`config.mk`:
```
export PLATFORM = sky130hd
export DESIGN_NAME = ds18b20_sequencer_flat
export DESIGN_NICKNAME = d
export VERILOG_FILES = /design/src/rtl/ds18b20_pkg.sv /design/src/rtl/ds18b20_if.sv /design/src/rtl/crc8_maxim.sv /design/src/rtl/ds18b20_sequencer.sv /design/src/flat_wrapper.sv
export SDC_FILE = /design/constraint.sdc
export NUM_CORES = 1
export LEC_CHECK = 0
export CAP_MARGIN = 20
export CORE_UTILIZATION = 40
export DETAILED_ROUTE_END_ITERATION = 10
export PLACE_DENSITY = 0.62
export SLEW_MARGIN = 20
export SYNTH_ARGS = -nofsm -noshare
export SYNTH_HDL_FRONTEND = slang
export SYNTH_SLANG_ARGS = --single-unit
```
`constraint.sdc`:
```
create_clock -name clk -period 3.9 [get_ports clk]
set_input_delay 0.78 -clock clk [delete_from_list [all_inputs] [get_ports clk]]
set_output_delay 0.78 -clock clk [all_outputs]
set_load 0.01 [all_outputs]
```
`src/rtl/ds18b20_pkg.sv`:
```
// DS18B20 sequencer shared definitions: engine opcodes, DS18B20
// command bytes, FSM state and step encodings, step-to-command map.
package ds18b20_pkg;

    localparam logic [1:0] OP_BUS_RESET  = 2'd0;
    localparam logic [1:0] OP_WRITE_BYTE = 2'd1;
    localparam logic [1:0] OP_READ_BYTE  = 2'd2;

    localparam logic [7:0] SKIP_ROM     = 8'hCC;
    localparam logic [7:0] CONVERT_T    = 8'h44;
    localparam logic [7:0] READ_SCRATCH = 8'hBE;

    localparam int SCRATCH_LEN = 9;

    typedef logic [2:0] state_t;
    localparam state_t S_IDLE  = 3'd0;
    localparam state_t S_ISSUE = 3'd1;
    localparam state_t S_WAIT  = 3'd2;
    localparam state_t S_CONV  = 3'd3;
    localparam state_t S_CHECK = 3'd4;

    typedef logic [3:0] step_t;
    localparam step_t ST_RESET1 = 4'd0;
    localparam step_t ST_SKIP1  = 4'd1;
    localparam step_t ST_CONVT  = 4'd2;
    localparam step_t ST_CWAIT  = 4'd3;
    localparam step_t ST_RESET2 = 4'd4;
    localparam step_t ST_SKIP2  = 4'd5;
    localparam step_t ST_RDSCR  = 4'd6;
    localparam step_t ST_READ   = 4'd7;
    localparam step_t ST_CHECK  = 4'd8;

    // {op, data} issued for a bus step
    function automatic logic [9:0] step_cmd(input step_t s);
        logic [9:0] c;
        case (s)
            ST_SKIP1, ST_SKIP2: c = {OP_WRITE_BYTE, SKIP_ROM};
            ST_CONVT:           c = {OP_WRITE_BYTE, CONVERT_T};
            ST_RDSCR:           c = {OP_WRITE_BYTE, READ_SCRATCH};
            ST_READ:            c = {OP_READ_BYTE, 8'h00};
            default:            c = {OP_BUS_RESET, 8'h00};
        endcase
        return c;
    endfunction

endpackage

```
`src/rtl/ds18b20_if.sv`:
```
// Command/response link between the sequencer (master) and the
// byte-level 1-wire engine (slave): cmd valid/ready, rsp pulse.
interface ds18b20_if;

    logic       cmd_valid;
    logic       cmd_ready;
    logic [1:0] cmd_op;
    logic [7:0] cmd_data;
    logic       rsp_valid;
    logic [7:0] rsp_data;
    logic       rsp_presence;

    modport master (
        output cmd_valid, cmd_op, cmd_data,
        input  cmd_ready, rsp_valid, rsp_data, rsp_presence
    );

    modport slave (
        input  cmd_valid, cmd_op, cmd_data,
        output cmd_ready, rsp_valid, rsp_data, rsp_presence
    );

endinterface

```
`src/rtl/crc8_maxim.sv`:
```
// Byte-wide Maxim CRC8 update (reflected poly 0x8C, LSB first).
// Ports: i_crc_in current CRC, i_data byte, o_crc_out next CRC.
module crc8_maxim (
    input  logic [7:0] i_crc_in,
    input  logic [7:0] i_data,
    output logic [7:0] o_crc_out
);

    logic [7:0] w_c;

    always_comb begin
        w_c = i_crc_in;
        for (int i = 0; i < 8; i++) begin
            if (w_c[0] ^ i_data[i])
                w_c = (w_c >> 1) ^ 8'h8C;
            else
                w_c = w_c >> 1;
        end
        o_crc_out = w_c;
    end

endmodule

```
`src/rtl/ds18b20_sequencer.sv`:
```
// DS18B20 measurement sequencer: reset/skip/convert/wait, then
// reset/skip/read-scratchpad/9 reads with CRC check.
// Ports: clk, rst (sync, high), i_start pulse, i_auto_en level,
// bus (engine master), o_temperature raw word, o_temp_valid pulse,
// sticky o_crc_err/o_no_presence/o_timeout, o_busy.
module ds18b20_sequencer
    import ds18b20_pkg::*;
#(
    parameter int unsigned CONV_WAIT_CYC   = 750000,
    parameter int unsigned PERIOD_CYC      = 1000000,
    parameter int unsigned RSP_TIMEOUT_CYC = 20000
) (
    input  logic              clk,
    input  logic              rst,
    input  logic              i_start,
    input  logic              i_auto_en,
    ds18b20_if.master         bus,
    output logic [15:0]       o_temperature,
    output logic              o_temp_valid,
    output logic              o_crc_err,
    output logic              o_no_presence,
    output logic              o_timeout,
    output logic              o_busy
);

    localparam int CW = $clog2(CONV_WAIT_CYC + 1);
    localparam int PW = $clog2(PERIOD_CYC + 1);
    localparam int TW = $clog2(RSP_TIMEOUT_CYC + 1);

    localparam logic [CW-1:0] C_LAST = CW'(CONV_WAIT_CYC - 1);
    localparam logic [PW-1:0] P_LAST = PW'(PERIOD_CYC - 1);
    localparam logic [TW-1:0] T_LAST = TW'(RSP_TIMEOUT_CYC - 1);
    localparam logic [3:0]    B_LAST = 4'(SCRATCH_LEN - 1);

    state_t        r_state;
    step_t         r_step;
    logic [3:0]    r_byte;
    logic [7:0]    r_crc;
    logic          r_nz;
    logic [15:0]   r_shadow;
    logic [CW-1:0] r_conv;
    logic [PW-1:0] r_period;
    logic [TW-1:0] r_tmo;
    logic [15:0]   r_temp;
    logic          r_tv;
    logic          r_crc_err;
    logic          r_nop;
    logic          r_tmo_flag;

    logic [7:0]    w_crc_next;
    logic [9:0]    w_cmd;
    logic          w_fire;
    logic          w_go;
    logic          w_is_reset;
    logic          w_tmo_hit;
    logic          w_pass;

    crc8_maxim u_crc (
        .i_crc_in  (r_crc),
        .i_data    (bus.rsp_data),
        .o_crc_out (w_crc_next)
    );

    assign w_cmd      = step_cmd(r_step);
    assign w_fire     = i_auto_en && (r_period == P_LAST);
    assign w_go       = i_start || w_fire;
    assign w_is_reset = (r_step == ST_RESET1) || (r_step == ST_RESET2);
    assign w_tmo_hit  = (r_tmo == T_LAST);
    // all-zero scratchpad also has CRC 0; reject it as a dead bus
    assign w_pass     = (r_crc == 8'h00) && r_nz;

    always_ff @(posedge clk) begin
        if (rst) begin
            r_state    <= S_IDLE;
            r_step     <= ST_RESET1;
            r_byte     <= '0;
            r_crc      <= '0;
            r_nz       <= 1'b0;
            r_shadow   <= '0;
            r_conv     <= '0;
            r_period   <= '0;
            r_tmo      <= '0;
            r_temp     <= '0;
            r_tv       <= 1'b0;
            r_crc_err  <= 1'b0;
            r_nop      <= 1'b0;
            r_tmo_flag <= 1'b0;
        end else begin
            r_tv <= 1'b0;
            if (r_state == S_IDLE && i_auto_en && !w_go)
                r_period <= r_period + 1'b1;
            else
                r_period <= '0;

            case (r_state)
                S_IDLE: begin
                    if (w_go) begin
                        r_state <= S_ISSUE;
                        r_step  <= ST_RESET1;
                        r_tmo   <= '0;
                        r_byte  <= '0;
                        r_crc   <= '0;
                        r_nz    <= 1'b0;
                    end
                end
                S_ISSUE: begin
                    if (bus.cmd_ready) begin
                        r_state <= S_WAIT;
                        r_tmo   <= '0;
                    end else if (w_tmo_hit) begin
                        r_tmo_flag <= 1'b1;
                        r_state    <= S_IDLE;
                    end else begin
                        r_tmo <= r_tmo + 1'b1;
                    end
                end
                S_WAIT: begin
                    r_tmo <= '0;
                    if (bus.rsp_valid) begin
                        unique case (1'b1)
                            w_is_reset && !bus.rsp_presence: begin
                                r_nop   <= 1'b1;
                                r_state <= S_IDLE;
                            end
                            r_step == ST_CONVT: begin
                                r_step  <= ST_CWAIT;
                                r_conv  <= '0;
                                r_state <= S_CONV;
                            end
                            r_step == ST_READ: begin
                                r_crc <= w_crc_next;
                                r_nz  <= r_nz | (|bus.rsp_data);
                                if (r_byte == 4'd0)
                                    r_shadow[7:0] <= bus.rsp_data;
                                if (r_byte == 4'd1)
                                    r_shadow[15:8] <= bus.rsp_data;
                                if (r_byte == B_LAST) begin
                                    r_step  <= ST_CHECK;
                                    r_state <= S_CHECK;
                                end else begin
                                    r_byte  <= r_byte + 1'b1;
                                    r_state <= S_ISSUE;
                                end
                            end
                            default: begin
                                r_step  <= r_step + 1'b1;
                                r_state <= S_ISSUE;
                            end
                        endcase
                    end else if (w_tmo_hit) begin
                        r_tmo_flag <= 1'b1;
                        r_state    <= S_IDLE;
                    end else begin
                        r_tmo <= r_tmo + 1'b1;
                    end
                end
                S_CONV: begin
                    if (r_conv == C_LAST) begin
                        r_step  <= ST_RESET2;
                        r_tmo   <= '0;
                        r_state <= S_ISSUE;
                    end else begin
                        r_conv <= r_conv + 1'b1;
                    end
                end
                S_CHECK: begin
                    if (w_pass) begin
                        r_temp     <= r_shadow;
                        r_tv       <= 1'b1;
                        r_crc_err  <= 1'b0;
                        r_nop      <= 1'b0;
                        r_tmo_flag <= 1'b0;
                    end else begin
                        r_crc_err <= 1'b1;
                    end
                    r_state <= S_IDLE;
                end
                default: r_state <= S_IDLE;
            endcase
        end
    end

    assign bus.cmd_valid = (r_state == S_ISSUE);
    assign bus.cmd_op    = bus.cmd_valid ? w_cmd[9:8] : 2'd0;
    assign bus.cmd_data  = bus.cmd_valid ? w_cmd[7:0] : 8'h00;

    assign o_temperature = r_temp;
    assign o_temp_valid  = r_tv;
    assign o_crc_err     = r_crc_err;
    assign o_no_presence = r_nop;
    assign o_timeout     = r_tmo_flag;
    assign o_busy        = (r_state != S_IDLE);

endmodule

```
`src/flat_wrapper.sv`:
```
// flat-port wrapper written by rule: the top's interface ports become plain ports
module ds18b20_sequencer_flat import ds18b20_pkg::*;
#(
    parameter int unsigned CONV_WAIT_CYC   = 750000,
    parameter int unsigned PERIOD_CYC      = 1000000,
    parameter int unsigned RSP_TIMEOUT_CYC = 20000
)
  (clk, rst, i_start, i_auto_en, o_temperature, o_temp_valid, o_crc_err, o_no_presence, o_timeout, o_busy, bus_cmd_valid, bus_cmd_op, bus_cmd_data, bus_cmd_ready, bus_rsp_valid, bus_rsp_data, bus_rsp_presence);
  ds18b20_if bus_i ();
  input  logic clk;
  input  logic rst;
  input  logic i_start;
  input  logic i_auto_en;
  output logic [15:0] o_temperature;
  output logic o_temp_valid;
  output logic o_crc_err;
  output logic o_no_presence;
  output logic o_timeout;
  output logic o_busy;
  output wire logic [$bits(bus_i.cmd_valid)-1:0] bus_cmd_valid;
  output wire logic [$bits(bus_i.cmd_op)-1:0] bus_cmd_op;
  output wire logic [$bits(bus_i.cmd_data)-1:0] bus_cmd_data;
  input wire logic [$bits(bus_i.cmd_ready)-1:0] bus_cmd_ready;
  input wire logic [$bits(bus_i.rsp_valid)-1:0] bus_rsp_valid;
  input wire logic [$bits(bus_i.rsp_data)-1:0] bus_rsp_data;
  input wire logic [$bits(bus_i.rsp_presence)-1:0] bus_rsp_presence;
  assign bus_cmd_valid = bus_i.cmd_valid;
  assign bus_cmd_op = bus_i.cmd_op;
  assign bus_cmd_data = bus_i.cmd_data;
  assign bus_i.cmd_ready = bus_cmd_ready;
  assign bus_i.rsp_valid = bus_rsp_valid;
  assign bus_i.rsp_data = bus_rsp_data;
  assign bus_i.rsp_presence = bus_rsp_presence;
  ds18b20_sequencer #(.CONV_WAIT_CYC(CONV_WAIT_CYC), .PERIOD_CYC(PERIOD_CYC), .RSP_TIMEOUT_CYC(RSP_TIMEOUT_CYC)) u_core (.clk(clk), .rst(rst), .i_start(i_start), .i_auto_en(i_auto_en), .bus(bus_i), .o_temperature(o_temperature), .o_temp_valid(o_temp_valid), .o_crc_err(o_crc_err), .o_no_presence(o_no_presence), .o_timeout(o_timeout), .o_busy(o_busy));
endmodule
```
* Yosys cells after proc, flatten, opt, wreduce, memory -nomap -nowiden
Cells that the tools add are included.
Cells by class: bitwise gates (word level) 19, equal/unequal tests 29, reduce and logical (&&, ||, !) cells 35, add/sub/neg operators 5, multiplexer cells 58
Operators by type and width (number):
- 8-bit two-way mux | 12
- 15-bit two-way mux | 6
- 20-bit two-way mux | 3
- 15-bit one-hot mux with 4 select lines | 1
- 20-bit by 1-bit adder with 20-bit output, second input constant | 2
- 20-bit == test, second input constant | 2
- 10-bit one-hot mux with 4 select lines | 1
- 20-bit one-hot mux with 2 select lines | 1
- 4-bit two-way mux | 7
- 4-bit AND reduction | 7
- 2-bit inverter with 3-bit output | 8
- 4-bit one-hot mux with 3 select lines | 2
- 3-bit two-way mux | 6
- 4-bit by 3-bit == test with 1-bit output, second input constant | 4
- 8-bit one-hot mux with 2 select lines | 1
- 15-bit by 1-bit adder with 15-bit output, second input constant | 1
- 15-bit == test, second input constant | 1
- 2-bit by 1-bit != test with 1-bit output, second input constant | 6
- 2-bit != test, second input constant | 6
- 3-bit one-hot mux with 4 select lines | 1
- 1-bit two-way mux | 11
- 3-bit one-hot mux with 3 select lines | 1
- 3-bit nonzero test | 3
- 4-bit by 1-bit adder with 4-bit output, second input constant | 2
- other kinds (27) | 51
Word-level totals: bits in registers 111, word-level logic and storage cells 161, input port bits 15, output and inout bits 32

* Longest topological paths before layout
Gate-level depths: netlist (run 1).
word-level depth 19, depth in mapped cells 9, mapped depth without buffers 8

* Modules after synthesis
A second synthesis (run 1) with hierarchy kept.
Unflattened totals: cells, all modules 666, area total of the unflattened synthesis 5662.9 um^2
By module, submodules not included:
- ds18b20_sequencer | cells each 644, times used 1, seq. area each 2222.1 um^2, area an instance 5425.2 um^2
- crc8_maxim | cells each 22, times used 1, seq. area each 0.0 um^2, area an instance 237.7 um^2

* Worst setup path after synthesis (run 1)
Ideal clock, no wire load.
path type flip-flop to output port, start register u_core.r_state[2], end output port bus_cmd_op[0], slack 1148 ps, cell stages (with the launch flop) 7, arrival 1972 ps, path through dfxtp_1 -> clkbuf_1 -> or3b_2 -> clkbuf_1 -> nor3_1 -> or2_2 -> buf_4
Between the ends: cells in the longest elaborated chain, start to end 2
RTL lines:
- from (decl) | RTL line ds18b20_sequencer.sv:35 | state_t r_state;
- from (signal assigned) | RTL line ds18b20_sequencer.sv:74 | r_state <= S_IDLE;
- from (signal assigned) | RTL line ds18b20_sequencer.sv:98 | r_state <= S_ISSUE;
- from (signal assigned) | RTL line ds18b20_sequencer.sv:108 | r_state <= S_WAIT;
- 3-bit by 1-bit == test with 1-bit output | RTL line ds18b20_sequencer.sv:183 | assign bus.cmd_valid = (r_state == S_ISSUE);
- 2-bit two-way mux | RTL line ds18b20_sequencer.sv:184 | assign bus.cmd_op = bus.cmd_valid ? w_cmd[9:8] : 2'd0;
- to (decl) | RTL line flat_wrapper.sv:21 | output wire logic [$bits(bus_i.cmd_op)-1:0] bus_cmd_op;
No other way between the ends.

* Final worst setup path (run 1)
Same ends and word-level chain as after synthesis.

==> out/metrics.csv, run 1 <==
metric,value,unit
status,"complete, no violations",
CP max stage cell,or3b_2,
routed wire length,11.7,mm
"FF+latch count, synth",111,
ys flop type,dfxtp_1,
warnings from Yosys,0,
Worst setup EP type,primary output,
Core Region,12800,um^2
Peak Freq,299,MHz
ant diodes,0,
Clock Pin Slew Worst Setup and Hold Paths,0.07,ns
P_leak,2.18,nW
Max-slew headroom,50.9,%
FF+latch area,2220,um^2
met3 routed WL,233,um
Synth Instances,617,
sequence of cells on the critical path,or3b_2 -> nor3_1 -> or2_2 -> clkdlybuf4s50_1,
Worst Setup Path Type,flop to primary output,
via-per-instance ratio,5.29,
worst-margin pin slew,0.729,ns
worst IR drop on VDD,0.248,mV
Final Skew,0.00802,ns
area taken by multi-input logic gates,2920,um^2
"Distinct cells, synth",63,
Synth Net Count,642,
Worst Hold Class,flop to flop,
dpl hpwl,8.42,mm
NumNets Final,672,
drt first pass iters,4,
row count,41,
"commonest cells after routing, fill and taps aside","dfxtp_1 (111), nor2_1 (94), nand2_1 (55), clkdlybuf4s50_1 (44), xnor2_1 (35)",
# DRC,0,
cts repair resizes,0,
Routability Congestion,0.840,
final-report max-slew violation count,0,
chip width,118,um
Design Power,2.23,mW
period utilisation layout,85.8,%
"slowest stage delay, CP",0.60,ns
area delta synth->final,15.3,%
Final setup viols,0,
first-pass GRT wire length,19.9,mm
number of flops mapped to enable cells by yosys,0,
Max Root-Sink Buffers,2,
met1 WL,5.91,mm
Final Hold Vio Count,0,
synthesized area per cell,8.67,um^2
slack of the critical path,0.554,ns
layout cells sized above 1,5.99,%
sequential share of the synthesized area,41.5,%
# IOs,47,
post-layout util,48.1,%
ys async rst share,0,%
Root Driver,clkbuf_16,
htree depth,3,
CTS tree,yes,
TritonCTS buffer count,9,
Die Ht,118,um
Place WS,0.920,ns
Final min period,3.35,ns
All-Layer GR Usage,17.5,%
die area,13800,um^2
DR iter-0 viols,246,
pwr dens,362,nW/um^2
filler instances,1250,
initial antenna violation count,0,
vias in the first global route,4064,
CP Data Required Time,3.12,ns
crit path launch type,flop,
Post-Syn Area,5350,um^2
total gr overflow,0,
arrival time worst endpoint,2.57,ns
WL met2,5.29,mm
antenna-violating nets left,0,
Setup TNS Final,0,ns
Initial Util,41.7,%
Worst-Skew Late Latency,0.35,ns
via count,4354,
top layer in use,met4,
setup repair after global routing missed its margin,no,
max-capacitance violation count,0,
Port Buffers,45,
DR WL/cell,14.2,um
"most common cell after layout, fill and taps aside",dfxtp_1,
largest net degree at the start of global routing,61,
cts hold-fix bufs,0,
CP Max Fanout,11,
Post-CTS Setup Inserts,0,
Sink Count,111,
[through the flow]
step	instance area (um^2)	std cells	hold WS, ns
5_1_grt	6170	823	0.466
4_1_cts	6170	823	0.456
6_report	6170	823	0.455
3_3_place_gp	5900	808	0.429
2_1_floorplan	5350	617	0.418
3_5_place_dp	5900	808	0.446
[metal layers]
layer / vias to the layer above / global-route usage [%]
met5: - / 0
met2: 50 / 26.9
met1: 2073 / 23.8
met3: 17 / 2.71
li1: 2214 / -
met4: 0 / 8.17
[final cells by class]
type	count	area share, %
clock buffer	12	4.00
clock inverter	3	0.304
inverter	16	0.974
multi-input combinational	458	47.3
sequential	111	36.0
tap	172	3.49
timing repair buffer	51	7.95
[path summary, 6_finish.rpt]
| kind | to | slack, ns | cells past startpoint | start |
|---|---|---|---|---|
| max | bus_cmd_op[0] | 0.55 | 4 | u_core.r_state[2] |
| min | u_core.r_period[0] | 0.45 | 1 | u_core.r_period[0] |
| max reg2reg | u_core.r_tmo[1] | 1.23 | 6 | u_core.r_conv[4] |
| min reg2reg | u_core.r_period[0] | 0.45 | 1 | u_core.r_period[0] |
[synthesized netlist by cell type (7+ instances only)]
library cell,instances,area share [%]
and3_1,7,0.82
mux2i_1,20,3.7
nand4_1,15,1.8
nor2_1,94,6.6
clkbuf_1,21,1.5
nor3_1,12,1.1
ha_1,10,2.3
inv_1,15,1.1
nor4_1,10,1.2
a21oi_1,31,2.9
nand2_1,55,3.9
dfxtp_1,111,42
a22oi_1,10,1.4
xor2_1,30,4.9
nand3_1,23,2.2
o21ai_0,13,1.2
xnor2_1,35,5.7
[registers in the layout, indices dropped and copies added (netlist names), 3 cells and up]
name / count
u_core.r_period: 20
u_core.r_byte: 4
u_core.o_temperature: 16
u_core.r_conv: 20
u_core.r_shadow: 16
u_core.r_crc: 8
u_core.r_state: 3
u_core.r_tmo: 15
u_core.r_step: 4
[worst max-delay path, delay by kind of cell (launching register included)]
kind / cells / cell delay (ns)
buffers and inverters: 1 / 0.52
flip-flops: 1 / 0.43
AND/OR/NAND/NOR: 3 / 1.27
[cell families (layout without fill, tap and decap cells)]
group	Yosys count	after routing	synth area share, %
simple gates	271	271	26.1
flops	111	111	41.5
compound gates	91	91	11.6
xor+xnor	65	65	10.6
buf+inv	48	82	3.95
mux	20	20	3.74
fa+ha+maj	10	10	2.34
other cells	1	1	0.0701
[power breakdown]
part | internal [mW] | switching [mW] | leakage [nW] | total (mW)
sequential | 1.14 | 0.0112 | 0.895 | 1.15
clock | 0.448 | 0.409 | 0.133 | 0.858
combinational | 0.0881 | 0.131 | 1.15 | 0.219
total | 1.68 | 0.552 | 2.18 | 2.23
Power figures use the tool's default switching activity.
==> run 2, diff against run 1 <==
CELL_PAD_IN_SITES_DETAIL_PLACEMENT = 1   (was default)
CELL_PAD_IN_SITES_GLOBAL_PLACEMENT = 1   (was default)
PLACE_DENSITY = 0.76   (was 0.62)
==> out/metrics.csv, run 2 (synthesis gave the netlist of run 1 again) <==
metric,value,unit,change
FF+latch area,2220,um^2,unchanged
reg2reg start,u_core.r_period[0],,was u_core.r_conv[4]
Final min period,3.35,ns,about the same
arrival time worst endpoint,2.57,ns,about the same
crit path launch type,flop,,unchanged
Die Ht,118,um,unchanged
"slowest stage delay, CP",0.63,ns,was 0.60 ns
via count,4519,,"was 4,354"
first-pass GRT wire length,23.1,mm,was 19.9 mm
Setup TNS Final,0,ns,unchanged
sequence of cells on the critical path,or3b_2 -> nor3_1 -> or2_2 -> clkdlybuf4s50_1,,unchanged
CP Data Required Time,3.12,ns,about the same
die area,13800,um^2,unchanged
Final Hold Vio Count,0,,unchanged
CP Max Fanout,11,,unchanged
NumNets Final,672,,unchanged
Port Buffers,45,,unchanged
Final Skew,0.00482,ns,was 0.00802 ns
Worst Hold Class,flop to flop,,unchanged
Core Region,12800,um^2,unchanged
dpl hpwl,9.51,mm,was 8.42 mm
Worst Setup SP,u_core.r_state[2],,unchanged
row count,41,,unchanged
Worst-Skew Late Latency,0.36,ns,was 0.35 ns
# DRC,0,,unchanged
worst IR drop on VDD,0.209,mV,was 0.248 mV
htree depth,3,,unchanged
chip width,118,um,unchanged
CP max stage cell,or3b_2,,unchanged
routed wire length,13.3,mm,was 11.7 mm
area delta synth->final,16.1,%,was 15.3%
largest registers,"u_core.r_conv (20), u_core.r_period (20)",,unchanged
setup repair after global routing missed its margin,no,,unchanged
Design Power,2.34,mW,was 2.23 mW
largest net degree at the start of global routing,55,,was 61
worst-margin pin slew,1.01,ns,was 0.729 ns
# IOs,47,,unchanged
CTS tree,yes,,unchanged
"commonest cells after routing, fill and taps aside","dfxtp_1 (111), nor2_1 (94), nand2_1 (55), clkdlybuf4s50_1 (44), xnor2_1 (35)",,unchanged
via-per-instance ratio,5.48,,was 5.29
Clock Pin Slew Worst Setup and Hold Paths,0.07,ns,about the same
Initial Util,41.7,%,unchanged
Worst setup EP type,primary output,,unchanged
Routability Congestion,0.811,,was 0.840
initial antenna violation count,0,,unchanged
All-Layer GR Usage,20.3,%,was 17.5%
max-capacitance violation count,0,,unchanged
Max-slew headroom,32.8,%,was 50.9%
period utilisation layout,85.8,%,about the same
filler instances,1504,,"was 1,250"
status,"complete, no violations",,unchanged
pwr dens,376,nW/um^2,was 362 nW/um^2
ant diodes,0,,unchanged
antenna-violating nets left,0,,unchanged
total gr overflow,0,,unchanged
area taken by multi-input logic gates,2920,um^2,unchanged
Post-CTS Setup Inserts,0,,unchanged
DR iter-0 viols,225,,was 246
Worst Setup Path Type,flop to primary output,,unchanged
"most common cell after layout, fill and taps aside",dfxtp_1,,unchanged
Root Driver,clkbuf_16,,unchanged
Peak Freq,299,MHz,about the same
cts hold-fix bufs,0,,unchanged
Final setup viols,0,,unchanged
hold path start,u_core.r_period[0],,unchanged
layout cells sized above 1,6.44,%,was 5.99%
P_leak,2.18,nW,about the same
TritonCTS buffer count,9,,unchanged
Min Hold Slack,0.445,ns,was 0.455 ns
Sink Count,111,,unchanged
drt first pass iters,4,,unchanged
DR WL/cell,16.2,um,was 14.2 um
vias in the first global route,4528,,"was 4,064"
final-report max-slew violation count,0,,unchanged
cts repair resizes,0,,unchanged
Max Root-Sink Buffers,2,,unchanged
==> run 2: cell types whose count changed in the layout (fill, tap and decap cells not counted) <==
cell and delta:
clkbuf_1 -2, clkinv_2 -2, bufinv_16 +1, clkinvlp_4 +4
==> run 2: through the flow <==
step / worst slack (ns) / area (um^2) / cells / utilization (%)
finish: 0.552 / 6210 / 824 / 48.4
global route: 0.397 / 6210 / 824 / 48.4
CTS: 0.530 / 6210 / 824 / 48.4
detailed placement: 0.819 / 5900 / 808 / 46.0
global placement: 0.928 / 5900 / 808 / 46.0
floorplan: 1.15 / 5350 / 617 / -
==> run 2: path summary, 6_finish.rpt <==
path                        end  slack (ns)  depth (start not counted)
max             bus_cmd_data[2]        0.55                          4
min          u_core.r_period[0]        0.45                          1
max reg2reg         u_core.r_nz        1.16                          7
min reg2reg  u_core.r_period[0]        0.45                          1
==> run 2: layout make-up <==
class | count | share of cell area (%)
clock buffer | 10 | 3.85
clock inverter | 6 | 1.11
inverter | 16 | 0.967
multi-input combinational | 458 | 46.9
sequential | 111 | 35.8
tap | 172 | 3.46
timing repair buffer | 51 | 7.90
==> run 2: power by group <==
group / internal (mW) / switching (mW) / total (mW)
Clock: 0.518 / 0.440 / 0.958
Sequential: 1.14 / 0.0115 / 1.15
Combinational: 0.0865 / 0.138 / 0.225
Total: 1.75 / 0.590 / 2.34
==> run 2: critical path: cells and delay by family (launching register included) <==
family        cells  cell delay, ns
buf+inv           1            0.53
simple gates      3            1.25
flops             1            0.44
==> run 2: metal layers <==
metal	GRT usage [%]	vias to the layer above	routed length (um)	share of wire [%]
met3	4.70	9	391	2.9
met1	26.7	2249	6350	48
met2	33.6	56	6470	49
met4	4.65	0	108	0.81
li1	-	2205	-	-
met5	0	-	0	0
==> run 3, diff against run 2 <==
ABC_AREA = 1   (was default)
PLACE_DENSITY = 0.79   (was 0.76)
REMOVE_ABC_BUFFERS = 1   (was default)
==> out/metrics.csv, run 3 <==
metric,value,unit,change
arrival time worst endpoint,2.33,ns,was 2.57 ns
Worst-Skew Late Latency,0.36,ns,about the same
row count,45,,was 41
Design Power,2.46,mW,was 2.34 mW
Worst Hold Class,flop to flop,,unchanged
number of flops mapped to enable cells by yosys,0,,unchanged
CTS tree,yes,,unchanged
warnings from Yosys,0,,unchanged
CP Max Fanout,6,,was 11
Core Region,15100,um^2,"was 12,800 um^2"
"most common cell after layout, fill and taps aside",nand2_1,,was dfxtp_1
NumNets Final,959,,was 672
largest registers,"u_core.r_conv (20), u_core.r_period (20)",,unchanged
Post-CTS Setup Inserts,0,,unchanged
die area,15900,um^2,"was 13,800 um^2"
Port Buffers,45,,unchanged
dpl hpwl,12.7,mm,was 9.51 mm
# DRC,0,,unchanged
Die Ht,126,um,was 118 um
cell taking the most area after synthesis,dfxtp_1,,unchanged
Peak Freq,322,MHz,was 299 MHz
worst-margin pin slew,0.909,ns,was 1.01 ns
"top cells by area, synth","dfxtp_1 (36%), nand2_1 (13%), nor2_1 (6.8%)",,"was dfxtp_1 (42%), nor2_1 (6.6%), xnor2_1 (5.7%)"
Clock Pin Slew Worst Setup and Hold Paths,0.08,ns,was 0.07 ns
All-Layer GR Usage,22.4,%,was 20.3%
"FF+latch count, synth",111,,unchanged
crit path launch type,flop,,unchanged
dpl cells,1111,,was 808
max-capacitance violation count,0,,unchanged
drt first pass iters,4,,unchanged
Root Driver,clkbuf_16,,unchanged
area delta synth->final,13.8,%,was 16.1%
ant diodes,0,,unchanged
largest net degree at the start of global routing,58,,was 55
Final Skew,0.00693,ns,was 0.00482 ns
"top cells by count, synth","nand2_1 (217), nor2_1 (112), dfxtp_1 (111)",,"was dfxtp_1 (111), nor2_1 (94), nand2_1 (55)"
htree depth,3,,unchanged
total gr overflow,0,,unchanged
synthesized area per cell,6.87,um^2,was 8.67 um^2
# IOs,47,,unchanged
Layout Cells excl Fill,1127,,was 824
Final min period,3.11,ns,was 3.35 ns
P_leak,2.63,nW,was 2.18 nW
setup repair after global routing missed its margin,no,,unchanged
Synth Instances,899,,was 617
first-pass GRT wire length,28.8,mm,was 23.1 mm
initial antenna violation count,0,,unchanged
"commonest cells after routing, fill and taps aside","nand2_1 (217), nor2_1 (112), dfxtp_1 (111), inv_1 (88), nand3_1 (74)",,"was dfxtp_1 (111), nor2_1 (94), nand2_1 (55), clkdlybuf4s50_1 (44), xnor2_1 (35)"
via-per-instance ratio,5.29,,was 5.48
status,"complete, no violations",,unchanged
worst IR drop on VDD,0.228,mV,was 0.209 mV
Clk pwr share,38.9,%,was 41.0%
DR WL/cell,15.4,um,was 16.2 um
ys async rst share,0,%,unchanged
Sink Count,111,,unchanged
Seq pwr share,47.5,%,was 49.4%
via count,5962,,"was 4,519"
switching part of the total power,28.6,%,was 25.2%
period utilisation layout,79.6,%,was 85.8%
sequential share of the synthesized area,36.0,%,was 41.5%
Final setup viols,0,,unchanged
vias in the first global route,5797,,"was 4,528"
CP Data Required Time,3.12,ns,about the same
Worst setup EP type,primary output,,unchanged
pwr dens,350,nW/um^2,was 376 nW/um^2
post-synth top area share,36.0,%,was 41.5%
Pint,1.76,mW,was 1.75 mW
Max-slew headroom,39.1,%,was 32.8%
Routability Congestion,0.857,,was 0.811
Max Root-Sink Buffers,2,,unchanged
Comb power frac,13.6,%,was 9.6%
Setup TNS Final,0,ns,unchanged
layout cells sized above 1,6.71,%,was 6.44%
DR iter-0 viols,268,,was 225
cts repair resizes,0,,unchanged
routed wire length,17.3,mm,was 13.3 mm
TritonCTS buffer count,9,,unchanged
Worst Setup Path Type,flop to primary output,,unchanged
chip width,126,um,was 118 um
Psw,0.704,mW,was 0.590 mW
"Distinct cells, synth",46,,was 63
cell with the most instances after synthesis,nand2_1,,was dfxtp_1
Post-Syn Area,6180,um^2,was 5350 um^2
cts hold-fix bufs,0,,unchanged
Initial Util,40.8,%,was 41.7%
antenna-violating nets left,0,,unchanged
Final Hold Vio Count,0,,unchanged
final-report max-slew violation count,0,,unchanged
ys flop type,dfxtp_1,,unchanged
## run 3: changes by cell type in the layout (fill, tap and decap cells not counted), sizes merged, moves of 27 or more
cell   change
nand3     +52
a21oi     +27
inv       +83
nor2      +27
xnor2     -30
nand2    +171
## run 3: logic make-up (layout without fill, tap and decap cells)
kind of cell	count (synthesis)	in the layout	synth area share (%)
DFF	111	111	36.0
xor gates and xnor gates	22	22	3.12
and+or+nand+nor	500	500	37.1
adders and majority gates	10	10	2.03
other	1	1	0.0607
buffers and inverters	123	163	8.44
AOI/OAI and AO/OA	132	132	13.3
## run 3: per-layer routing
layer	vias up	GRT usage, %	part of all wire [%]
met5	-	0	0
met2	50	38.7	48
met1	2860	28.7	48
met3	14	4.46	1.9
met4	0	5.17	1.2
li1	3038	-	-
## run 3: cell type report
class | count | area (um^2)
Multi-Input combinational cell | 665 | 3430
Tap cell | 188 | 235
Clock buffer | 11 | 233
Clock inverter | 5 | 63.8
Sequential cell | 111 | 2220
Inverter | 98 | 368
Timing Repair Buffer | 49 | 475
Fill cell | 1950 | 8110
## run 3: path summary, 6_finish.rpt
check,start,end,slack [ns],depth (start not counted)
worst max-delay path,u_core.r_step[0],bus_cmd_data[2],0.79,7
worst min-delay path,u_core.r_period[0],u_core.r_period[0],0.45,1
worst max register to register,u_core.r_tmo[0],u_core.r_tmo[2],1.58,14
worst min register to register,u_core.r_period[0],u_core.r_period[0],0.45,1
## run 3: power groups by stage
stage	Clock [mW]	Sequential, mW	Combinational (mW)
2_1_floorplan	0	1.19	0.213
3_3_place_gp	0	1.20	0.328
3_5_place_dp	0	1.20	0.335
4_1_cts	0.981	1.17	0.338
5_1_grt	1.03	1.17	0.374
6_report	0.958	1.17	0.335
## run 3: worst max-delay path: stages, from the launching register on
cell and delay [ns]:
dfxtp_1 0.37, inv_1 0.11, ha_1 0.18, nand2_1 0.06, nor2_1 0.32, inv_1 0.15
a31oi_1 0.20, clkdlybuf4s50_1 0.57
## run 3: through the flow
stage	hold slack [ns]	setup slack, ns	utilization [%]	area (um^2)
after CTS	0.453	0.770	46.4	7030
after detailed placement	0.436	1.16	44.5	6740
after global routing	0.491	0.678	46.4	7030
after floorplan	0.418	1.47	-	6020
after global placement	0.432	1.25	44.5	6740
final	0.449	0.794	46.4	7030
